[src/rtl/cpu_run_ctrl.sv]
// Run-control sequencer for the prototype soft CPU: turns front-panel switch/buttons
// into a single clock enable with free-run, single-step, N-cycle burst and PC breakpoint.
module cpu_run_ctrl #(
    parameter int PC_W        = 8,
    parameter int CNT_W       = 16,
    parameter int SYNC_STAGES = 2
) (
    input  logic             CLK,
    input  logic             RST_N,
    input  logic             RUN_SW,
    input  logic             STEP_BTN,
    input  logic             BURST_BTN,
    input  logic [CNT_W-1:0] BURST_LEN,
    input  logic             BP_EN,
    input  logic [PC_W-1:0]  BP_ADDR,
    input  logic [PC_W-1:0]  PC,
    output logic             CPU_EN,
    output logic             HALTED,
    output logic             BP_HIT,
    output logic [2:0]       STATE,
    output logic [CNT_W-1:0] CYCLE_CNT
);

    typedef enum logic [2:0] {
        S_HALT  = 3'd0,
        S_STEP  = 3'd1,
        S_BURST = 3'd2,
        S_RUN   = 3'd3,
        S_BREAK = 3'd4
    } state_t;

    state_t state_q, state_d;

    logic [SYNC_STAGES-1:0] run_sync, step_sync, burst_sync, fill_pipe;
    logic step_prev, burst_prev;
    logic run_s, step_s, burst_s, filled;
    logic step_pulse, burst_pulse, burst_go;
    logic [CNT_W-1:0] remaining;
    logic skip, load_burst, active, bp_match, bp_stop, cpu_en;
    logic halted_q, bp_hit_q;

    assign run_s   = run_sync[SYNC_STAGES-1];
    assign step_s  = step_sync[SYNC_STAGES-1];
    assign burst_s = burst_sync[SYNC_STAGES-1];
    assign filled  = fill_pipe[SYNC_STAGES-1];

    // Edge history is pinned high until the chains have flushed their reset zeros,
    // otherwise a button held through reset would look like a fresh 0->1 edge.
    always_ff @(posedge CLK or negedge RST_N) begin
        if (!RST_N) begin
            run_sync   <= '0;
            step_sync  <= '0;
            burst_sync <= '0;
            fill_pipe  <= '0;
            step_prev  <= 1'b1;
            burst_prev <= 1'b1;
        end else begin
            run_sync   <= {run_sync[SYNC_STAGES-2:0], RUN_SW};
            step_sync  <= {step_sync[SYNC_STAGES-2:0], STEP_BTN};
            burst_sync <= {burst_sync[SYNC_STAGES-2:0], BURST_BTN};
            fill_pipe  <= {fill_pipe[SYNC_STAGES-2:0], 1'b1};
            step_prev  <= filled ? step_s : 1'b1;
            burst_prev <= filled ? burst_s : 1'b1;
        end
    end

    assign step_pulse  = step_s & ~step_prev;
    assign burst_pulse = burst_s & ~burst_prev;
    assign burst_go    = burst_pulse & (BURST_LEN != '0);

    assign active   = (state_q == S_STEP) || (state_q == S_BURST) || (state_q == S_RUN);
    assign bp_match = BP_EN & (PC == BP_ADDR);
    assign bp_stop  = bp_match & ~skip & ((state_q == S_RUN) || (state_q == S_BURST));
    assign cpu_en   = active & ~bp_stop;

    always_comb begin
        state_d    = state_q;
        load_burst = 1'b0;
        unique case (state_q)
            S_HALT: begin
                if (run_s) begin
                    state_d = S_RUN;
                end else if (burst_go) begin
                    state_d    = S_BURST;
                    load_burst = 1'b1;
                end else if (step_pulse) begin
                    state_d = S_STEP;
                end
            end
            S_STEP: state_d = S_HALT;
            S_BURST: begin
                if (bp_stop)
                    state_d = S_BREAK;
                else if (remaining == CNT_W'(1))
                    state_d = S_HALT;
            end
            S_RUN: begin
                if (!run_s)
                    state_d = S_HALT;
                else if (bp_stop)
                    state_d = S_BREAK;
            end
            S_BREAK: begin
                if (!run_s) begin
                    state_d = S_HALT;
                end else if (burst_go) begin
                    state_d    = S_BURST;
                    load_burst = 1'b1;
                end else if (step_pulse) begin
                    state_d = S_STEP;
                end
            end
            default: state_d = S_HALT;
        endcase
    end

    always_ff @(posedge CLK or negedge RST_N) begin
        if (!RST_N) begin
            state_q   <= S_HALT;
            remaining <= '0;
            skip      <= 1'b0;
            CYCLE_CNT <= '0;
            halted_q  <= 1'b1;
            bp_hit_q  <= 1'b0;
        end else begin
            state_q  <= state_d;
            halted_q <= (state_d == S_HALT) || (state_d == S_BREAK);
            bp_hit_q <= (state_d == S_BREAK);
            if (load_burst)
                remaining <= BURST_LEN;
            else if (cpu_en && state_q == S_BURST)
                remaining <= remaining - CNT_W'(1);
            // Skip lets the first instruction after (re)entry execute even at BP_ADDR.
            if ((state_d == S_RUN || state_d == S_BURST) && state_d != state_q)
                skip <= 1'b1;
            else if (cpu_en)
                skip <= 1'b0;
            if (cpu_en)
                CYCLE_CNT <= CYCLE_CNT + CNT_W'(1);
        end
    end

    assign CPU_EN = cpu_en;
    assign HALTED = halted_q;
    assign BP_HIT = bp_hit_q;
    assign STATE  = state_q;

endmodule
[config.mk]
export PLATFORM = sky130hd
export DESIGN_NAME = cpu_run_ctrl
export DESIGN_NICKNAME = d
export VERILOG_FILES = /design/src/rtl/cpu_run_ctrl.sv
export SDC_FILE = /design/constraint.sdc
export NUM_CORES = 1
export LEC_CHECK = 0
export CORE_MARGIN = 2
export CORE_UTILIZATION = 46
export CTS_BUF_LIST = sky130_fd_sc_hd__clkbuf_8
export CTS_CLUSTER_DIAMETER = 150
export CTS_CLUSTER_SIZE = 8
export DETAILED_ROUTE_END_ITERATION = 10
export GPL_ROUTABILITY_DRIVEN = 0
export PLACE_DENSITY = 0.88
export RECOVER_POWER = 25
export SYNTH_ARGS = -nofsm -noshare
export SYNTH_HDL_FRONTEND = slang
export SYNTH_SLANG_ARGS = --single-unit
[constraint.sdc]
create_clock -name CLK -period 2.25 [get_ports CLK]
set_clock_uncertainty 0.1 [all_clocks]
set_input_delay 0.225 -clock CLK [delete_from_list [all_inputs] [get_ports CLK]]
set_output_delay 0.225 -clock CLK [all_outputs]
set_load 0.05 [all_outputs]
-- Yosys cells after proc, flatten, opt, wreduce, memory -nomap -nowiden
Cells that the tools add are included.
- input bits: 38
- logic and storage cells: 66
- bits in registers: 48
- output and inout bits: 22
- reductions and logical operators: 12
- bitwise operators: 11
- equality and inequality tests: 10
- $add $sub $neg: 2
- multiplexer cells: 19
- operators by type and width (kind ; count):
    $mux W16 ; 2
    $mux W3 ; 8
    $add A16 B1 Y16 const B ; 1
    $eq A16 B1 Y1 const B ; 1
    $reduce_bool A16 Y1 ; 1
    $sub A16 B1 Y16 const B ; 1
    $eq A3 B2 Y1 const B ; 4
    $pmux W3 S4 ; 1
    $eq A8 B8 Y1 ; 1
    $and A1 B1 Y1 ; 7
    $mux W1 ; 7
    $eq A3 B3 Y1 const B ; 2
    $logic_not A3 Y1 ; 2
    $logic_or A1 B1 Y1 ; 5
    $not A1 Y1 ; 4
    $reduce_bool A2 Y1 ; 2
    $eq A3 B1 Y1 const B ; 1
    $ne A3 B3 Y1 ; 1
    $logic_and A1 B1 Y1 ; 2
    $pmux W1 S2 ; 1

-- Logic depth before layout (Yosys ltp)
Gate-level depths: netlist of the first run.
- word-level depth: 11
- depth in mapped cells: 7
- mapped depth without buffers: 6

-- Least setup slack after synthesis of the first run
No wires, ideal clock.
- path kind: register -> register
- start point: register state_q[2], in the netlist STATE[2]
- end point: register CYCLE_CNT[11]
- library setup time: 0.143 ns
- stages on the path, launching flop included: 7
- clock period less this slack: 2.454 ns
- required time: 2.007 ns
- arrival time: 2.211 ns
- setup slack: -0.204 ns
- buffers on the path: 1
- cells stage by stage: dfrtp_1 -> nand4bb_1 -> nor4_1 -> a31oi_1 -> clkbuf_1 -> nand4_1 -> xnor2_1
- word-level cells in the longest chain between the ends: 5
- elaborated cells between the ends (all ways): 9
- those cells by class: eq/ne (3); bitwise (3); reduce/logical (3)
- RTL lines (what ; line ; RTL):
    from (decl) ; 32 ; state_t state_q, state_d;
    from (signal assigned) ; 126 ; state_q <= state_d;
    $eq A3 B2 Y1 ; 71, 73 ;
    $logic_or A1 B1 Y1 ; 73 ; assign bp_stop = bp_match & ~skip & ((state_q == S_RUN) || (state_q == S_BURST));
    $and A1 B1 Y1 ; 73 ;
    $not A1 Y1 ; 74 ; assign cpu_en = active & ~bp_stop;
    $and A1 B1 Y1 (*) ; 74 ;
    net CPU_EN ; 17 ; output logic CPU_EN,
    to (signal assigned) ; 139 ; CYCLE_CNT <= CYCLE_CNT + CNT_W'(1);
    to (decl) ; 21 ; output logic [CNT_W-1:0] CYCLE_CNT
The timed path passes the listed nets; every way through them passes the cells marked *.
A chain may end at the register's enable or synchronous reset.

-- Final worst setup path of the first run
- start point: register remaining[7]
- end point: register remaining[15]
- word-level cells in the longest chain between the ends: 3
- RTL lines (what ; line ; RTL):
    from (decl) ; 38 ; logic [CNT_W-1:0] remaining;
    from (signal assigned) ; 132 ; remaining <= remaining - CNT_W'(1);
    $sub A16 B1 Y16 ; 132 ;
    $mux W16 ; 131 ; else if (cpu_en && state_q == S_BURST)
    $mux W16 ; 129 ; if (load_burst)
Every way passes these cells. The select of a mux whose other input is x is not followed.

==> results of run 1 <==
worst reg2reg max path, cell delays in order, from the launching register on:
cell and delay, ns:
dfrtp_1 0.40, or3_4 0.39, or4_4 0.45, or3_4 0.38, nor4_2 0.32, a211o_1 0.15
registers in the layout, summed over array words and instances (netlist names), 2 cells and up:
name	flops
step_sync	2
run_sync	2
burst_sync	2
remaining	16
CYCLE_CNT	16
fill_pipe	2
STATE	3
layout by cell type, fill, tap and decap left out, types with 3 or more instances in the layout:
cell / synthesis / layout
dfstp_2: 3 / 3
dfrtp_1: 45 / 43
clkbuf_8: 0 / 5
nand2b_1: 4 / 4
nor2_1: 8 / 8
and3_1: 5 / 5
xnor2_1: 13 / 13
xor2_1: 11 / 11
o211ai_1: 6 / 6
dlygate4sd3_1: 0 / 4
clkdlybuf4s50_1: 0 / 54
a221o_1: 5 / 5
nor3_1: 9 / 9
or3_2: 3 / 3
or4_1: 3 / 3
mux2i_1: 6 / 6
nand2_1: 22 / 22
o311ai_0: 6 / 5
buf_4: 1 / 19
ha_1: 3 / 3
nor4_1: 10 / 8
inv_1: 9 / 10
nand3_1: 11 / 11
nand4_1: 12 / 12
power by group:
group	switching [mW]	internal, mW
combinational	0.998	0.757
sequential	0.284	1.12
clock	0.282	0.325
total	1.56	2.21
kinds of logic after synthesis:
kind of cell,count (synthesis),synth area share (%)
simple gates,100,23.2
flops,48,49.3
compound gates,30,10.7
xor+xnor,24,8.61
buf+inv,16,2.66
mux,8,3.38
fa+ha+maj,4,1.95
other cells,1,0.154
path summary, 6_finish.rpt:
path | startpoint | to | slack (ns)
max | remaining[7]$_DFFE_PN0P_ | remaining[15]$_DFFE_PN0P_ | -0.0003
min | step_sync[0]$_DFF_PN0_ | step_sync[1]$_DFF_PN0_ | 0.25
max reg2reg | remaining[7]$_DFFE_PN0P_ | remaining[15]$_DFFE_PN0P_ | -0.0003
min reg2reg | step_sync[0]$_DFF_PN0_ | step_sync[1]$_DFF_PN0_ | 0.25
max in group asynchronous | RST_N | remaining[4]$_DFFE_PN0P_ | 0.65
min in group asynchronous | RST_N | CYCLE_CNT[1]$_DFFE_PN0P_ | 0.28
metrics by stage:
stage	cell area, sq um	std cells
6_report	3390	383
3_3_place_gp	3270	374
4_1_cts	3400	383
2_1_floorplan	2450	231
3_5_place_dp	3270	374
5_1_grt	3390	383
metal layers:
layer	up-vias	wire length [um]	part of all wire (%)
li1	1026	-	-
met1	1060	2670	43
met2	71	3090	50
met3	15	279	4.5
met4	0	155	2.5
met5	-	0	0
cell type report:
type	count	area [sq um]	area share (%)
Timing Repair Buffer	81	771	22.7
Sequential cell	48	1210	35.6
Multi-Input combinational cell	167	1180	34.9
Tap cell	70	87.6	2.58
Inverter	9	33.8	0.996
Clock buffer	5	68.8	2.03
Clock inverter	3	38.8	1.14
timing repair:
item	4_1_cts	5_1_grt
gates cloned	0	0
hold buffers	1	0
endpoints found under the hold margin	46	0
setup buffers	0	0
pin swaps	1	2
setup endpoints to repair	2	3
gates resized for setup	1	1
==> impl_metrics.env, run 1 <==
export IMPL_cts_root_buffer="clkbuf_8"
export IMPL_nFillCells=397
export IMPL_arrival_ns=2.40
export IMPL_ys_flop_type="dfrtp_1"
export IMPL_vias=2172
export IMPL_grt_use_met1_pct=28.7
export IMPL_die_w_um=76.9
export IMPL_maxCapViolations=0
export IMPL_ys_seq_area_share_pct=49.3
export IMPL_worst_pin_slew_ns=0.846
export IMPL_ioPinCount=60
export IMPL_syn_area_per_cell_sq_um=10.6
export IMPL_routed_via_density=5.67
export IMPL_drt_pass1_iterations=4
export IMPL_slew_headroom_pct=43.6
export IMPL_critPathSlowestCell="or4_4"
export IMPL_synthTopCellsByCount="dfrtp_1, nand2_1, xnor2_1"
export IMPL_drc_errors=0
export IMPL_worstSetupPathType="flip-flop to flip-flop"
export IMPL_reg2reg_depth=5
export IMPL_synthMostInstantiatedCell="dfrtp_1"
export IMPL_pre_cts_slack_ns=-0.106
export IMPL_worst_slack_ns=-0.000328
export IMPL_finalCritPeriodShare_pct=100
export IMPL_critPathCaptureType="flip-flop"
export IMPL_drtIter0Drc=248
export IMPL_hold_path_depth=0
export IMPL_final_util_pct=66.4
export IMPL_routed_wl_um=6200
export IMPL_power_density_nw_per_um2=1110
export IMPL_synthCells=231
export IMPL_max_stage_delay_ns=0.45
export IMPL_rows=26
export IMPL_yosys_warnings=0
export IMPL_grt_setup_unrepaired="yes"
export IMPL_synthTopCellsByArea="dfrtp_1, xnor2_1, xor2_1"
export IMPL_core_area_sq_um=5110
export IMPL_antenna_found_initial=0
export IMPL_violations="setup timing"
export IMPL_critPathRequiredTime_ns=2.40
export IMPL_syn_to_final_growth_pct=38.9
export IMPL_start_util_pct=47.8
export IMPL_io_buffers=59
export IMPL_ys_types=47
export IMPL_drv_slew=0
export IMPL_async_flop_share_pct=100
export IMPL_ant_nets=0
export IMPL_p_leak_nw=1.38
export IMPL_use_met2_pct=36.1
export IMPL_htreeDepth=2
export IMPL_nets=353
export IMPL_avgRoutedWirePerCell_um=16.2
export IMPL_numClockSinks=48
export IMPL_hold_viol_final=0
export IMPL_grt_busiest_layer="met2"
export IMPL_outcome="complete, but fails checks"
export IMPL_syn_nets=272
export IMPL_netlist_area_sq_um=2440
export IMPL_clock_path_buffers=2
export IMPL_die_h_um=76.9
export IMPL_crit_top_cell="or3_4"
export IMPL_ys_ff_latch=48
export IMPL_path_delay_family="simple AND/OR/NAND/NOR gates"
export IMPL_numCtsBuffers=5
export IMPL_startpoint_type="flip-flop"
export IMPL_crit_fanout=5
export IMPL_grt_first_pass_wirelength_um=10400
export IMPL_finalSetupViolCount=1
export IMPL_track_usage_pct=22.0
export IMPL_cts_tree="yes"
export IMPL_tns_ns=-0.000328
export IMPL_hp_class="flip-flop to flip-flop"
export IMPL_fp_dieArea_sq_um=5910
export IMPL_netlist_area_leader_share_pct=46.1
export IMPL_grt_max_degree=31
export IMPL_crit_chain="or3_4, or4_4, or3_4, nor4_2, a211o_1"
export IMPL_ir_drop_uv=596
export IMPL_grt_pass1_vias=2131
export IMPL_drive_gt1_share_pct=14.7
export IMPL_period_needed_ns=2.25
export IMPL_fmax_ghz=0.444
export IMPL_post_synth_top_area_cell="dfrtp_1"
export IMPL_grt_util_met3_pct=4.12
export IMPL_hpwlAfterDp_um=4580
export IMPL_n_antenna_cell=0
export IMPL_total_power_mw=3.77
export IMPL_path_buf_inv=0
export IMPL_clk_latency_ns=0.31
export IMPL_synth_edf_count=0
export IMPL_overflow=0
export IMPL_path_clk_slew_ns=0.09
export IMPL_hold_ws_ns=0.253
export IMPL_worstSetupPathDepth=5
Note: power is estimated with default switching activity, not from simulation.
==> run 2, diff against run 1 <==
- SLEW_MARGIN: not set -> 5
==> results of run 2 <==
Same layout as run 1: the final DEF is identical, and so are final timing and power.
==> run 3, diff against run 2 <==
- PLACE_DENSITY: 0.88 -> not set
- PLACE_DENSITY_LB_ADDON: not set -> 0.2
==> run 3 against run 2 <==
Against the previous run: the flow now finishes without violations; total power shrank 2.7%; die area unchanged; fmax increased by 0.43%; sequential power hardly changed; largest cell class unchanged; cell area grew 0.74%; worst hold slack improved by 0.0021 ns; final cell count is 0.26% higher; utilization increased by 0.49 points.
==> impl_metrics.env, run 3 (synthesized netlist as in run 1, its figures left out) <==
export IMPL_grt_busiest_layer="met2"
export IMPL_min_from="run_sync[0]$_DFF_PN0_"
export IMPL_clk_latency_ns=0.30
export IMPL_critPathCaptureType="flip-flop"
export IMPL_grt_pass1_vias=1967
export IMPL_maxCapViolations=0
export IMPL_nets=354
export IMPL_worstSetupPathType="flip-flop to flip-flop"
export IMPL_antenna_found_initial=0
export IMPL_avgRoutedWirePerCell_um=14.6
export IMPL_start_util_pct=47.8
export IMPL_routed_wl_um=5610
export IMPL_ant_nets=0
export IMPL_period_needed_ns=2.24
export IMPL_outcome="complete, no violations"
export IMPL_crit_fanout=5
export IMPL_slew_headroom_pct=23.6
export IMPL_p_comb_share_pct=47.4
export IMPL_syn_to_final_growth_pct=39.9
export IMPL_finalSetupViolCount=0
export IMPL_n_antenna_cell=0
export IMPL_multi_input_area_sq_um=1180
export IMPL_reg2reg_depth=5
export IMPL_grt_max_degree=31
export IMPL_grt_setup_unrepaired="yes"
export IMPL_path_clk_slew_ns=0.09
export IMPL_max_stage_delay_ns=0.45
export IMPL_cts_tree="yes"
export IMPL_core_area_sq_um=5110
export IMPL_routed_via_density=5.54
export IMPL_die_h_um=76.9
export IMPL_r2r_slack_ns=0.009
export IMPL_post_dp_cell_area_sq_um=3310
export IMPL_critPathRequiredTime_ns=2.39
export IMPL_ioPinCount=60
export IMPL_power_frac_clock_pct=14.7
export IMPL_startpoint_type="flip-flop"
export IMPL_drive_gt1_share_pct=15.6
export IMPL_drtIter0Drc=162
export IMPL_seqCellArea_sq_um=1210
export IMPL_htreeDepth=2
export IMPL_rr_endpoint="HALTED$_DFF_PN1_"
export IMPL_fp_dieArea_sq_um=5910
export IMPL_final_common_cell="clkdlybuf4s50_1"
export IMPL_critPathSlowestCell="or4_4"
export IMPL_hold_path_depth=0
export IMPL_finalCritPeriodShare_pct=99.6
export IMPL_mostFrequentLayoutCells="clkdlybuf4s50_1, dfrtp_1, nand2_1"
export IMPL_grt_util_met3_pct=4.12
export IMPL_internal_power_mw=2.15
export IMPL_p_leak_nw=1.39
export IMPL_total_power_mw=3.67
export IMPL_crit_chain="or3_4, or4_4, or3_4, o311ai_4, and3b_1"
export IMPL_worst_pin_slew_ns=1.15
export IMPL_drc_errors=0
export IMPL_clock_path_buffers=2
export IMPL_min_to="run_sync[1]$_DFF_PN0_"
export IMPL_use_met2_pct=30.4
export IMPL_nFillCells=412
export IMPL_seq_power_share_pct=37.8
export IMPL_ir_drop_uv=577
export IMPL_stdcell_area_sq_um=3420
export IMPL_vias=2126
export IMPL_die_w_um=76.9
export IMPL_tns_ns=0
export IMPL_r2r_start="remaining[7]$_DFFE_PN0P_"
export IMPL_hp_class="flip-flop to flip-flop"
export IMPL_grt_use_met1_pct=27.3
export IMPL_final_util_pct=66.9
export IMPL_switching_share_pct=41.5
export IMPL_numCtsBuffers=5
export IMPL_track_usage_pct=19.3
export IMPL_overflow=0
export IMPL_cts_root_buffer="clkbuf_8"
export IMPL_hpwlAfterDp_um=4220
export IMPL_grt_first_pass_wirelength_um=9270
export IMPL_cts_setup_buffers=0
export IMPL_p_switching_mw=1.52
export IMPL_hold_viol_final=0
export IMPL_numClockSinks=48
export IMPL_arrival_ns=2.38
export IMPL_crit_top_cell="or3_4"
export IMPL_drt_pass1_iterations=4
export IMPL_drv_slew=0
export IMPL_power_density_nw_per_um2=1070
export IMPL_rows=26
export IMPL_io_buffers=59
export IMPL_fmax_ghz=0.446
run 3: changes by cell type in the layout (fill, tap and decap cells not counted):
cell       previous run  this run
bufinv_16             1         0
clkbuf_8              5         6
clkbuf_1              2         1
inv_6                 0         1
inv_1                10         9
buf_12                2         4
o311ai_1              1         0
o311ai_0              5         6
run 3: routing by layer:
layer  vias to the layer above  part of all wire [%]
met5                         -                     0
met4                         0                  0.48
met3                         2                   3.6
met2                        51                    49
met1                      1044                    47
li1                       1029                     -
run 3: repair_timing:
item | 4_1_cts | 5_1_grt
endpoints found under the setup margin | 0 | 3
endpoints found under the hold margin | 17 | 0
hold buffers | 1 | 0
resized for setup | 0 | 1
run 3: per-stage QoR:
stage	hold slack, ns	setup WS, ns	instances
final	0.255	0.00939	384
after global routing	0.266	-0.0266	384
after CTS	0.254	0.0245	384
after detailed placement	0.108	-0.0349	375
after global placement	0.110	0.000115	375
after floorplan	-0.171	0.0335	231
run 3: area by class of cell:
class | count | share of cell area [%]
clock buffer | 6 | 2.42
clock inverter | 2 | 0.403
inverter | 9 | 0.989
multi-input combinational | 167 | 34.7
sequential | 48 | 35.3
tap | 70 | 2.56
timing repair buffer | 82 | 23.6
run 3: worst max-delay path by stage:
stage | start | endpoint | slack (ns) | cells after the start
CTS | remaining[7]$_DFFE_PN0P_ | HALTED$_DFF_PN1_ | 0.02 | 5
finish | remaining[7]$_DFFE_PN0P_ | HALTED$_DFF_PN1_ | 0.009 | 5
detailed placement | PC[1] | remaining[10]$_DFFE_PN0P_ | -0.03 | 7
global placement | PC[1] | remaining[10]$_DFFE_PN0P_ | 0.0001 | 7
floorplan | STATE[2]$_DFF_PN0_ | remaining[3]$_DFFE_PN0P_ | 0.03 | 7
global route | remaining[7]$_DFFE_PN0P_ | remaining[15]$_DFFE_PN0P_ | -0.03 | 5
run 3: power groups by stage:
stage	Combinational [mW]	Clock (mW)	Sequential [mW]
5_1_grt	1.87	0.599	1.43
2_1_floorplan	0.815	0	1.66
3_3_place_gp	1.71	0	1.39
3_5_place_dp	1.75	0	1.39
4_1_cts	1.75	0.558	1.38
6_report	1.74	0.540	1.39
run 3: critical path, delay by kind of cell, from the launching register on:
kind	cells	cell delay, ns
AO/OA/AOI/OAI	1	0.27
AND/OR/NAND/NOR	4	1.41
flip-flops	1	0.40
